**src/rtl/pipelined_divider_hs.sv**
```systemverilog
// -----------------------------------------------------------------------------
// pipelined_divider_hs
//
// Purpose:
//   Restoring integer divider that resolves one quotient bit per pipeline
//   stage. It uses a valid/ready handshake with a global stall. Signed
//   operands are optional, an opaque tag travels with each operation, and the
//   result carries divide-by-zero and overflow flags. An operation accepted at
//   edge k is presented on the outputs after edge k+DIVIDEND+1. The register
//   levels are:
//     - operand/magnitude capture;
//     - DIVIDEND restoring steps;
//     - sign/flag fix-up.
//
// Parameters:
//   DIVIDEND  dividend / quotient width (>= 2)
//   DIVISOR   divisor / remainder width (>= 2, <= DIVIDEND)
//   SIGNED    0 = unsigned operands, 1 = two's-complement operands
//   TAG_W     width of the opaque per-operation tag
//
// Ports:
//   clock, reset        rising-edge clock, synchronous active-high reset
//   in_valid/in_ready   operation handshake (in_ready = pipeline may advance)
//   dividend, divisor   operands
//   in_tag              tag returned unchanged with the result
//   out_valid/out_ready result handshake
//   quotient, remainder result
//   out_tag             tag of the presented result
//   div_by_zero         presented result had divisor == 0
//   overflow            presented result is signed most-negative / -1
// -----------------------------------------------------------------------------
module pipelined_divider_hs #(
  parameter int unsigned DIVIDEND = 8,
  parameter int unsigned DIVISOR  = 4,
  parameter int unsigned SIGNED   = 0,
  parameter int unsigned TAG_W    = 4
) (
  input  logic                clock,
  input  logic                reset,
  input  logic                in_valid,
  output logic                in_ready,
  input  logic [DIVIDEND-1:0] dividend,
  input  logic [DIVISOR-1:0]  divisor,
  input  logic [TAG_W-1:0]    in_tag,
  output logic                out_valid,
  input  logic                out_ready,
  output logic [DIVIDEND-1:0] quotient,
  output logic [DIVISOR-1:0]  remainder,
  output logic [TAG_W-1:0]    out_tag,
  output logic                div_by_zero,
  output logic                overflow
);

  // Stage 0 is the operand capture; stages 1..DIVIDEND are restoring steps.
  localparam int unsigned NS   = DIVIDEND + 1;
  localparam int unsigned LAST = NS - 1;

  localparam logic [DIVIDEND-1:0] MOST_NEG = {1'b1, {(DIVIDEND-1){1'b0}}};

  // Per-operation information carried alongside the arithmetic.
  typedef struct packed {
    logic               qneg;    // negate quotient at fix-up
    logic               rneg;    // negate remainder at fix-up
    logic               dz;      // divisor was zero
    logic               ovf;     // signed most-negative / -1
    logic [DIVISOR-1:0] raw_lo;  // raw dividend low bits for the /0 result
  } meta_t;

  // Pipeline stage state.
  logic               vld_q  [NS];
  logic               vld_d  [NS];
  logic [DIVISOR-1:0] rem_q  [NS];
  logic [DIVISOR-1:0] rem_d  [NS];
  logic [DIVIDEND-1:0] quo_q [NS];
  logic [DIVIDEND-1:0] quo_d [NS];
  logic [DIVISOR-1:0] dvs_q  [NS];
  logic [DIVISOR-1:0] dvs_d  [NS];
  logic [TAG_W-1:0]   tag_q  [NS];
  logic [TAG_W-1:0]   tag_d  [NS];
  meta_t              meta_q [NS];
  meta_t              meta_d [NS];

  // Restoring step temporaries, one per stage (index 0 unused).
  logic [DIVISOR:0]   part_w [NS];
  logic [DIVISOR:0]   diff_w [NS];
  logic               ge_w   [NS];

  // Output (fix-up) register.
  logic                out_vld_q, out_vld_d;
  logic [DIVIDEND-1:0] out_quo_q, out_quo_d;
  logic [DIVISOR-1:0]  out_rem_q, out_rem_d;
  logic [TAG_W-1:0]    out_tag_q, out_tag_d;
  logic                out_dz_q,  out_dz_d;
  logic                out_ovf_q, out_ovf_d;

  logic advance;
  logic dnd_neg;
  logic dvs_neg;

  // The whole pipeline moves as one; a held output stalls every stage.
  assign advance  = out_ready || !out_vld_q;
  assign in_ready = advance;

  always_comb begin
    // Stage 0: capture operands as magnitudes plus the sign/flag decisions.
    dnd_neg = (SIGNED != 0) && dividend[DIVIDEND-1];
    dvs_neg = (SIGNED != 0) && divisor[DIVISOR-1];

    vld_d[0]  = in_valid;
    rem_d[0]  = '0;
    quo_d[0]  = dnd_neg ? -dividend : dividend;
    dvs_d[0]  = dvs_neg ? -divisor : divisor;
    tag_d[0]  = in_tag;
    meta_d[0].qneg   = dnd_neg ^ dvs_neg;
    meta_d[0].rneg   = dnd_neg;
    meta_d[0].dz     = (divisor == '0);
    meta_d[0].ovf    = (SIGNED != 0) && (DIVISOR == DIVIDEND) &&
                       (dividend == MOST_NEG) && (divisor == '1);
    meta_d[0].raw_lo = dividend[DIVISOR-1:0];

    part_w[0] = '0;
    diff_w[0] = '0;
    ge_w[0]   = 1'b0;

    // Restoring steps: shift the next dividend bit into the partial
    // remainder, subtract when it fits, and shift the outcome into the
    // quotient from the bottom. The quotient register doubles as the
    // remaining-dividend shift register.
    for (int unsigned i = 1; i < NS; i++) begin
      part_w[i] = {rem_q[i-1], quo_q[i-1][DIVIDEND-1]};
      diff_w[i] = part_w[i] - {1'b0, dvs_q[i-1]};
      ge_w[i]   = (part_w[i] >= {1'b0, dvs_q[i-1]});

      vld_d[i]  = vld_q[i-1];
      rem_d[i]  = ge_w[i] ? diff_w[i][DIVISOR-1:0] : part_w[i][DIVISOR-1:0];
      quo_d[i]  = {quo_q[i-1][DIVIDEND-2:0], ge_w[i]};
      dvs_d[i]  = dvs_q[i-1];
      tag_d[i]  = tag_q[i-1];
      meta_d[i] = meta_q[i-1];
    end

    // Fix-up: restore signs, or substitute the fixed divide-by-zero result.
    // The most-negative / -1 case needs no special arithmetic: the magnitude
    // quotient already equals the wrapped most-negative value.
    out_vld_d = vld_q[LAST];
    out_tag_d = tag_q[LAST];
    out_dz_d  = meta_q[LAST].dz;
    out_ovf_d = meta_q[LAST].ovf;
    if (meta_q[LAST].dz) begin
      out_quo_d = '1;
      out_rem_d = meta_q[LAST].raw_lo;
    end else begin
      out_quo_d = meta_q[LAST].qneg ? -quo_q[LAST] : quo_q[LAST];
      out_rem_d = meta_q[LAST].rneg ? -rem_q[LAST] : rem_q[LAST];
    end
  end

  always_ff @(posedge clock) begin
    if (reset) begin
      for (int unsigned i = 0; i < NS; i++) begin
        vld_q[i]  <= 1'b0;
        rem_q[i]  <= '0;
        quo_q[i]  <= '0;
        dvs_q[i]  <= '0;
        tag_q[i]  <= '0;
        meta_q[i] <= '0;
      end
      out_vld_q <= 1'b0;
      out_quo_q <= '0;
      out_rem_q <= '0;
      out_tag_q <= '0;
      out_dz_q  <= 1'b0;
      out_ovf_q <= 1'b0;
    end else if (advance) begin
      for (int unsigned i = 0; i < NS; i++) begin
        vld_q[i]  <= vld_d[i];
        rem_q[i]  <= rem_d[i];
        quo_q[i]  <= quo_d[i];
        dvs_q[i]  <= dvs_d[i];
        tag_q[i]  <= tag_d[i];
        meta_q[i] <= meta_d[i];
      end
      out_vld_q <= out_vld_d;
      out_quo_q <= out_quo_d;
      out_rem_q <= out_rem_d;
      out_tag_q <= out_tag_d;
      out_dz_q  <= out_dz_d;
      out_ovf_q <= out_ovf_d;
    end
  end

  assign out_valid   = out_vld_q;
  assign quotient    = out_quo_q;
  assign remainder   = out_rem_q;
  assign out_tag     = out_tag_q;
  assign div_by_zero = out_dz_q;
  assign overflow    = out_ovf_q;

endmodule

```
**config.mk**
```make
export PLATFORM = sky130hd
export DESIGN_NAME = pipelined_divider_hs
export DESIGN_NICKNAME = d
export VERILOG_FILES = /design/src/rtl/pipelined_divider_hs.sv
export SDC_FILE = /design/constraint.sdc
export NUM_CORES = 1
export LEC_CHECK = 0
export BUFFER_PORTS_ARGS = -buffer_cell sky130_fd_sc_hd__buf_2
export CAP_MARGIN = 10
export CORE_UTILIZATION = 60
export DETAILED_ROUTE_END_ITERATION = 10
export MAX_ROUTING_LAYER = met4
export PLACE_DENSITY = 0.84
export SETUP_SLACK_MARGIN = 0.05
export SYNTH_ARGS = -nofsm -noshare
export SYNTH_HDL_FRONTEND = slang
export SYNTH_SLANG_ARGS = --single-unit
```
**constraint.sdc**
```tcl
create_clock -name clock -period 19.18 [get_ports clock]
set_clock_uncertainty 0.1 [all_clocks]
set_input_delay 0.959 -clock clock [delete_from_list [all_inputs] [get_ports clock]]
set_output_delay 0.959 -clock clock [all_outputs]
set_load 0.005 [all_outputs]
```
; ---- Word level (Yosys, flattened, before mapping)
; Memory sizes are Yosys's and may differ from the RTL's. A register that Yosys moved wholly into a read port is not among the register bits.
; Index checks and enable logic that the tools add are counted.
[word_totals]
ff_bits = 14
latchBits = 0
mem_bits_rw = 261
rom_bits = 0
in_bits = 20
out_inout_bits = 20
wordCells = 156
mem_count = 6
[op_classes]
addsub = 10
n_mul = 0
n_div = 0
order_cmp = 8
eq_ne = 0
shift = 0
mux = 71
n_bitwise = 54
reduce_logical = 3
[memory_table]
columns = name, words, word_bits, read_ports, rd_ports_with_merged_regs, wr, line_no
row1 = meta_q, 9, 8, 9, 0, 9, 80  ; meta_t meta_q [NS];
row2 = quo_q, 9, 8, 9, 0, 9, 74  ; logic [DIVIDEND-1:0] quo_q [NS];
row3 = dvs_q, 9, 4, 8, 0, 9, 76  ; logic [DIVISOR-1:0] dvs_q [NS];
row4 = rem_q, 9, 4, 9, 0, 9, 72  ; logic [DIVISOR-1:0] rem_q [NS];
row5 = tag_q, 9, 4, 9, 1, 9, 78  ; logic [TAG_W-1:0] tag_q [NS];
row6 = vld_q, 9, 1, 9, 1, 9, 70  ; logic vld_q [NS];
[ops]
columns = cell, n
row1 = 2-to-1 mux 8 bit, 20
row2 = 2-to-1 mux 4 bit, 37
row3 = OR 1 bit, 54
row4 = >= comparator 5 x 4 -> 1 bit, 8
row5 = subtractor 4 bit, 8
row6 = 2-to-1 mux 1 bit, 14
row7 = negator 8 bit, 1
row8 = zero test 4 bit, 1
row9 = negator 4 bit, 1
row10 = zero test 1 bit, 1
row11 = logical OR 1 bit, 1

; ---- Depth between registers and ports, before layout
; Gate-level depths: netlist of the first run.
[logic_depth]
word_depth = 6
ltp_mapped = 7
mapped_depth_nobuf = 6

; ---- Least setup slack after synthesis of the first run
; No wires, ideal clock.
[synth_timing]
path_type = input to register
startpoint = in reset
endpoint = mem dvs_q[0][0], enable pin
setup_time_ns = 0.597
arrival_ns = 6.023
required_time_ns = 18.483
setup_slack_ns = 12.460
cell_stages = 2
path_buffers = 1
path_cell_list = buf_2 nand2b_1
[synth_lines]
columns = element, line_no
row1 = "start, declared", 39  ; input logic reset,
row2 = "end, declared", 76

; ---- Worst setup path in the final report of the first run
[layout_timing]
startpoint = in out_ready
endpoint = out in_ready
[layout_between]
elab_chain_len = 1
[layout_lines]
columns = element, line_no
row1 = "start, declared", 46  ; input logic out_ready,
row2 = logical OR 1 bit, 101  ; assign advance = out_ready || !out_vld_q;
row3 = "end, declared", 41  ; output logic in_ready,
; No other way between the ends.

==> impl_metrics.py, run 1 <==
metrics = {
    "synthesis": {
        "synth_cell_types": 45,
        "synth_flop_cell": "edfxtp_1",
        "yosysTopAreaCell": "edfxtp_1",
        "syn-instance-count": 693,
        "syn_avg_cell_area_um2": 13.6,
        "syn-num-nets": 750,
        "synth_top_area_share": 0.636,
        "ys_top_cells_by_area": "edfxtp_1 64%, and2_1 9.3%, ha_1 4.0%",
        "syn_area_um2": 9450,
        "synth_edf_count": 200,
        "yosys_warnings": 0,
        "yosysSeqAreaShare": 0.674,
        "ys_ff_latch": 218,
        "async_reset_ff_frac": 0,
    },
    "power_and_ir_drop": {
        "swShare": 0.205,
        "switchingPower_mw": 0.202,
        "p_int_mw": 0.785,
        "power.total_mw": 0.987,
        "p_leak_nw": 4.29,
        "irDropWorstVdd_uv": 84.6,
        "p_per_area_nw_per_um2": 94.7,
        "seqPwrFrac": 0.543,
        "combinationalPowerShare": 0.059,
        "clkPwrFrac": 0.398,
    },
    "clocking": {
        "post_cts_resized": 0,
        "cts_setup_buffers": 0,
        "cts-root-buf": "clkbuf_16",
        "cts_sinks": 218,
        "clock_latency_ps": 490,
        "cts_buffers": 22,
        "htree_levels": 1,
        "cts_tree": "built",
        "cts_max_path_buffers": 3,
        "ctsHoldBuffers": 0,
        "clk_pin_slew_ps": 60,
    },
    "drt": {
        "vias_per_cell": 5.45,
        "drc_errors": 0,
        "vias": 5184,
        "drtAntennaViolNets": 0,
        "wirelength_um": 14000,
        "dr.pass1.iters": 4,
        "wire_per_inst_um": 14.8,
        "drtIter0Drc": 345,
    },
    "worst_setup_path": {
        "cpMaxStageDelayCell": "nor2b_4",
        "crit_buf_inv": 3,
        "end_kind": "primary output",
        "cp_cell_sequence": "buf_2, nor2b_4, clkinv_4, buf_2",
        "slowest_delay_ps": 450,
        "worstSetupPathType": "in2out",
        "worstPathMaxFanout": 23,
        "startpoint_type": "primary input",
        "cpMostUsedCell": "buf_2",
        "cpLargestDelayFamily": "buffers and inverters",
        "worstPathRequired_ps": 18120,
        "arrival_ps": 2020,
    },
    "sta": {
        "finalCritPeriodShare": 0.160,
        "maxSlewHeadroom": 0.284,
        "final.setup.tns_ps": 0,
        "setup_viol": 0,
        "hold_viol": 0,
        "rsz0062_at_grt": "false",
        "fmax_ghz": 0.325,
        "min_period_ps": 3080,
        "tightest_slew_ps": 1070,
        "drv_slew": 0,
    },
    "min_path": {
        "worst_hold_path_type": "reg2reg",
    },
    "cells_and_area": {
        "fin_cells": 951,
        "drive_gt1_frac": 0.118,
        "area_growth_pct": 10.3,
        "seq_area_um2": 6370,
        "num-nets-final": 785,
        "multiInputGateArea_um2": 2750,
        "antenna_cells": 0,
        "fillCellCount": 1021,
    },
    "job": {
        "maxCapViolCount": 0,
    },
    "placed_design": {
        "hpwl_um": 8520,
        "portBuffers": 38,
        "place.gp.congestion": 0.832,
        "dp_cells": 915,
    },
    "grt": {
        "grtUsageTotal": 0.183,
        "grt-ovfl-total": 0,
        "grt_pass1_wl_um": 23200,
        "grt_max_degree": 154,
        "grt_pass1_vias": 5134,
        "antenna_found_initial": 0,
    },
    "die": {
        "core.rowCount": 45,
        "die_h_um": 128,
        "die_x_um": 128,
        "start_util": 0.617,
        "die-area_um2": 16300,
        "fp.coreArea_um2": 15300,
        "top_level_ports": 40,
    },
    "run_status": {
        "status": "finished, final reports clean",
    },
}
[cells in the final DEF (no fill, tap or decap), types with 18 or more instances in the layout]
cell,instances
and2_1,140
buf_2,38
clkbuf_16,23
dfxtp_1,18
edfxtp_1,200
ha_1,30
inv_1,43
nand2_1,19
nand3_1,21
nor2_1,52
nor3_1,23
[layer usage]
metal / up-vias / global-route usage / part of all wire
met5: - / - / 0
met4: 0 / 0.0658 / 0.028
met3: 43 / 0.0331 / 0.035
met2: 100 / 0.340 / 0.55
met1: 2507 / 0.195 / 0.39
li1: 2534 / - / -
[tightest hold or removal path, delay by kind of cell (launching register included)]
kind	cells	cell delay, ps
flops	1	310
simple gates	1	50
compound gates	1	50
[kinds of logic (layout without fill, tap and decap cells)]
family | Yosys count | count (layout) | share of synthesized area
adder cells (fa/ha/maj) | 37 | 37 | 0.0545
buffers and inverters | 74 | 121 | 0.0363
XOR/XNOR | 8 | 8 | 0.00741
AND/OR/NAND/NOR | 276 | 276 | 0.162
AO/OA/AOI/OAI | 75 | 75 | 0.0614
other | 1 | 1 | 0.000397
multiplexers | 4 | 4 | 0.00424
flip-flops | 218 | 218 | 0.674
[sequential cells by signal, summed over array words and instances, names as in the netlist]
register and count:
quo_q 72, tag_q 36, dvs_q 32, rem_q 32, meta_q 19, vld_q 9
quotient 8, out_tag 4, remainder 4, div_by_zero 1, out_valid 1
[Yosys cell counts (6+ instances only)]
| cell type | instances |
|---|---|
| clkbuf_1 | 6 |
| nand3_1 | 21 |
| and2_1 | 140 |
| nor3_1 | 23 |
| buf_4 | 7 |
| inv_1 | 43 |
| fa_1 | 7 |
| a21oi_1 | 16 |
| edfxtp_1 | 200 |
| buf_2 | 15 |
| nand2_1 | 19 |
| o21ai_0 | 8 |
| o31ai_1 | 14 |
| nor2_1 | 52 |
| ha_1 | 30 |
| dfxtp_1 | 18 |
| nor2b_1 | 7 |
[power by group through the flow]
| stage | Combinational (mW) | Clock, mW | Sequential [mW] |
|---|---|---|---|
| global placement | 0.0521 | 0 | 0.545 |
| detailed placement | 0.0568 | 0 | 0.546 |
| finish | 0.0578 | 0.393 | 0.536 |
| floorplan | 0.0451 | 0 | 0.544 |
| CTS | 0.0578 | 0.399 | 0.536 |
| global route | 0.0641 | 0.416 | 0.537 |
[final timing paths]
| check | startpoint | end | slack [ps] | depth (start not counted) |
|---|---|---|---|---|
| min reg2reg | out_tag[1]$_SDFFE_PP0N_ | out_tag[1]$_SDFFE_PP0N_ | 360 | 2 |
| max | out_ready | in_ready | 16100 | 4 |
| max reg2reg | out_valid$_SDFFE_PP0N_ | dvs_q[0][0]$_SDFFCE_PN0P_ | 16680 | 3 |
| min | out_tag[1]$_SDFFE_PP0N_ | out_tag[1]$_SDFFE_PP0N_ | 360 | 2 |
[layout make-up]
class / instances / area share
multi-input cells: 401 / 0.264
flip-flops and latches: 218 / 0.611
clock buffers: 33 / 0.0621
inverters: 44 / 0.0163
clock inverters: 3 / 0.00132
well taps: 211 / 0.0253
repair buffers: 41 / 0.0204
[metrics by stage]
stage / util / setup WS (ps) / instance area, um2 / hold slack (ps)
after CTS: 0.681 / 16100 / 10400 / 363
after global placement: 0.637 / 15860 / 9760 / 334
after floorplan: - / 12460 / 9450 / 333
after detailed placement: 0.637 / 15760 / 9760 / 353
after global routing: 0.681 / 15980 / 10400 / 371
final: 0.681 / 16100 / 10400 / 363
(Power assumes the default switching activity.)
==> run 2: changes to the inputs <==
- CORE_UTILIZATION: 60 -> 55
- PLACE_DENSITY: 0.84 -> 0.81
- clock period: 19.18 -> 2.7 ns (I/O delays scaled with it)
==> impl_metrics.py, run 2 (same netlist as run 1, synthesis figures left out) <==
metrics = {
    "run_status": {
        "status": "finished, final reports clean",
    },
    "drt": {
        "drtAntennaViolNets": 0,
        "dr.pass1.iters": 5,
        "wire_per_inst_um": 14.7,
        "drc_errors": 0,
        "vias_per_cell": 5.37,
        "wirelength_um": 14600,
        "drtIter0Drc": 323,
        "vias": 5336,
    },
    "grt": {
        "grt_pass1_vias": 5390,
        "grtUsageTotal": 0.173,
        "grt-ovfl-total": 0,
        "grtUsageMet1": 0.179,
        "met2_usage": 0.325,
        "grt.busiest_layer": "met2",
        "met3_usage": 0.0337,
        "grt_pass1_wl_um": 24000,
        "antenna_found_initial": 0,
        "grt_max_degree": 69,
    },
    "sta": {
        "hold_viol": 0,
        "finalCritPeriodShare": 0.770,
        "rsz0062_at_grt": "false",
        "fmax_ghz": 0.481,
        "tightest_slew_ps": 777,
        "maxSlewHeadroom": 0.482,
        "drv_slew": 0,
        "setup_viol": 0,
        "final.setup.tns_ps": 0,
        "min_period_ps": 2080,
    },
    "clocking": {
        "post_cts_resized": 0,
        "clock_latency_ps": 490,
        "cts_buffers": 23,
        "cts_max_path_buffers": 3,
        "clk_pin_slew_ps": 60,
        "htree_levels": 1,
        "cts_sinks": 218,
        "cts_tree": "built",
        "cts-root-buf": "clkbuf_16",
    },
    "cells_and_area": {
        "largest_reg_flops": 72,
        "stdcell_area_um2": 10900,
        "area_growth_pct": 15.1,
        "fillCellCount": 1149,
        "fin_cells": 993,
        "fin_util": 0.651,
        "reg.largest.list": "quo_q x72, tag_q x36",
        "antenna_cells": 0,
        "final_cell_mix": "200 x edfxtp_1, 140 x and2_1, 52 x nor2_1",
        "mostFrequentLayoutCell": "edfxtp_1",
        "top_register": "quo_q",
        "num-nets-final": 814,
        "drive_gt1_frac": 0.125,
    },
    "min_path": {
        "worst_hold_path_type": "reg2reg",
    },
    "power_and_ir_drop": {
        "p_leak_nw": 4.49,
        "power.total_mw": 7.43,
        "p_per_area_nw_per_um2": 683,
        "irDropWorstVdd_uv": 567,
    },
    "die": {
        "top_level_ports": 40,
        "fp.coreArea_um2": 16700,
        "die_x_um": 133,
        "start_util": 0.566,
        "die-area_um2": 17700,
        "die_h_um": 133,
        "core.rowCount": 47,
    },
    "worst_setup_path": {
        "end_kind": "flip-flop",
        "startpoint_type": "flip-flop",
        "arrival_ps": 2360,
        "worstSetupPathType": "reg2reg",
        "worstPathRequired_ps": 2980,
        "worstPathMaxFanout": 22,
    },
    "placed_design": {
        "place.gp.congestion": 0.808,
        "portBuffers": 38,
        "hpwl_um": 8680,
        "postPlaceCellArea_um2": 9910,
        "dp_cells": 932,
    },
    "job": {
        "maxCapViolCount": 0,
    },
}
[run 2: cell count changes in the layout (fill, tap and decap cells not counted)]
cell / change
clkbuf_8: -2
bufinv_16: +4
buf_4: +2
clkinvlp_4: +2
clkbuf_1: +1
dlygate4sd3_1: +20
clkinv_1: +2
clkinv_2: -1
buf_12: +6
clkbuf_4: -1
[run 2: what timing repair did]
item / CTS / global route
setup buffers: 0 / 0
hold buffers: 20 / 0
endpoints found under the hold margin: 27 / 0
[run 2: worst paths after layout]
| path | start | endpoint | slack (ps) | depth (start not counted) |
|---|---|---|---|---|
| hold / removal | out_tag[0]$_SDFFE_PP0N_ | out_tag[0]$_SDFFE_PP0N_ | 350 | 2 |
| hold reg to reg | out_tag[0]$_SDFFE_PP0N_ | out_tag[0]$_SDFFE_PP0N_ | 350 | 2 |
| setup reg to reg | out_valid$_SDFFE_PP0N_ | out_tag[1]$_SDFFE_PP0N_ | 620 | 6 |
| setup / recovery | out_valid$_SDFFE_PP0N_ | out_tag[1]$_SDFFE_PP0N_ | 620 | 6 |
[run 2: critical path: stages (launching register included)]
cell and delay [ps]:
dfxtp_1 320, nor2b_4 480, clkinv_4 110, buf_4 230, nand2_1 90, a21oi_1 60, dlygate4sd3_1 570
[run 2: report_power, final]
part	internal, mW	switching, mW
logic	0.191	0.254
clock network	1.98	1.20
registers	3.77	0.0370
total	5.94	1.49
[run 2: area by class of cell]
cell class,instances,area (um2),share of cell area
flip-flops and latches,218,6370,0.585
inverters,44,170,0.0156
repair buffers,69,548,0.0504
clock buffers,31,616,0.0566
multi-input cells,401,2750,0.253
well taps,220,275,0.0253
clock inverters,10,151,0.0139
[run 2: metal layers]
metal	routed length, um	vias up
li1	-	2599
met4	393	0
met1	5520	2559
met3	608	40
met2	8040	138
met5	0	-
[run 2: through the flow]
step	hold WS, ps	setup WS, ps
2_1_floorplan	233	232
3_3_place_gp	312	761
3_5_place_dp	314	683
4_1_cts	340	618
5_1_grt	361	501
6_report	350	621
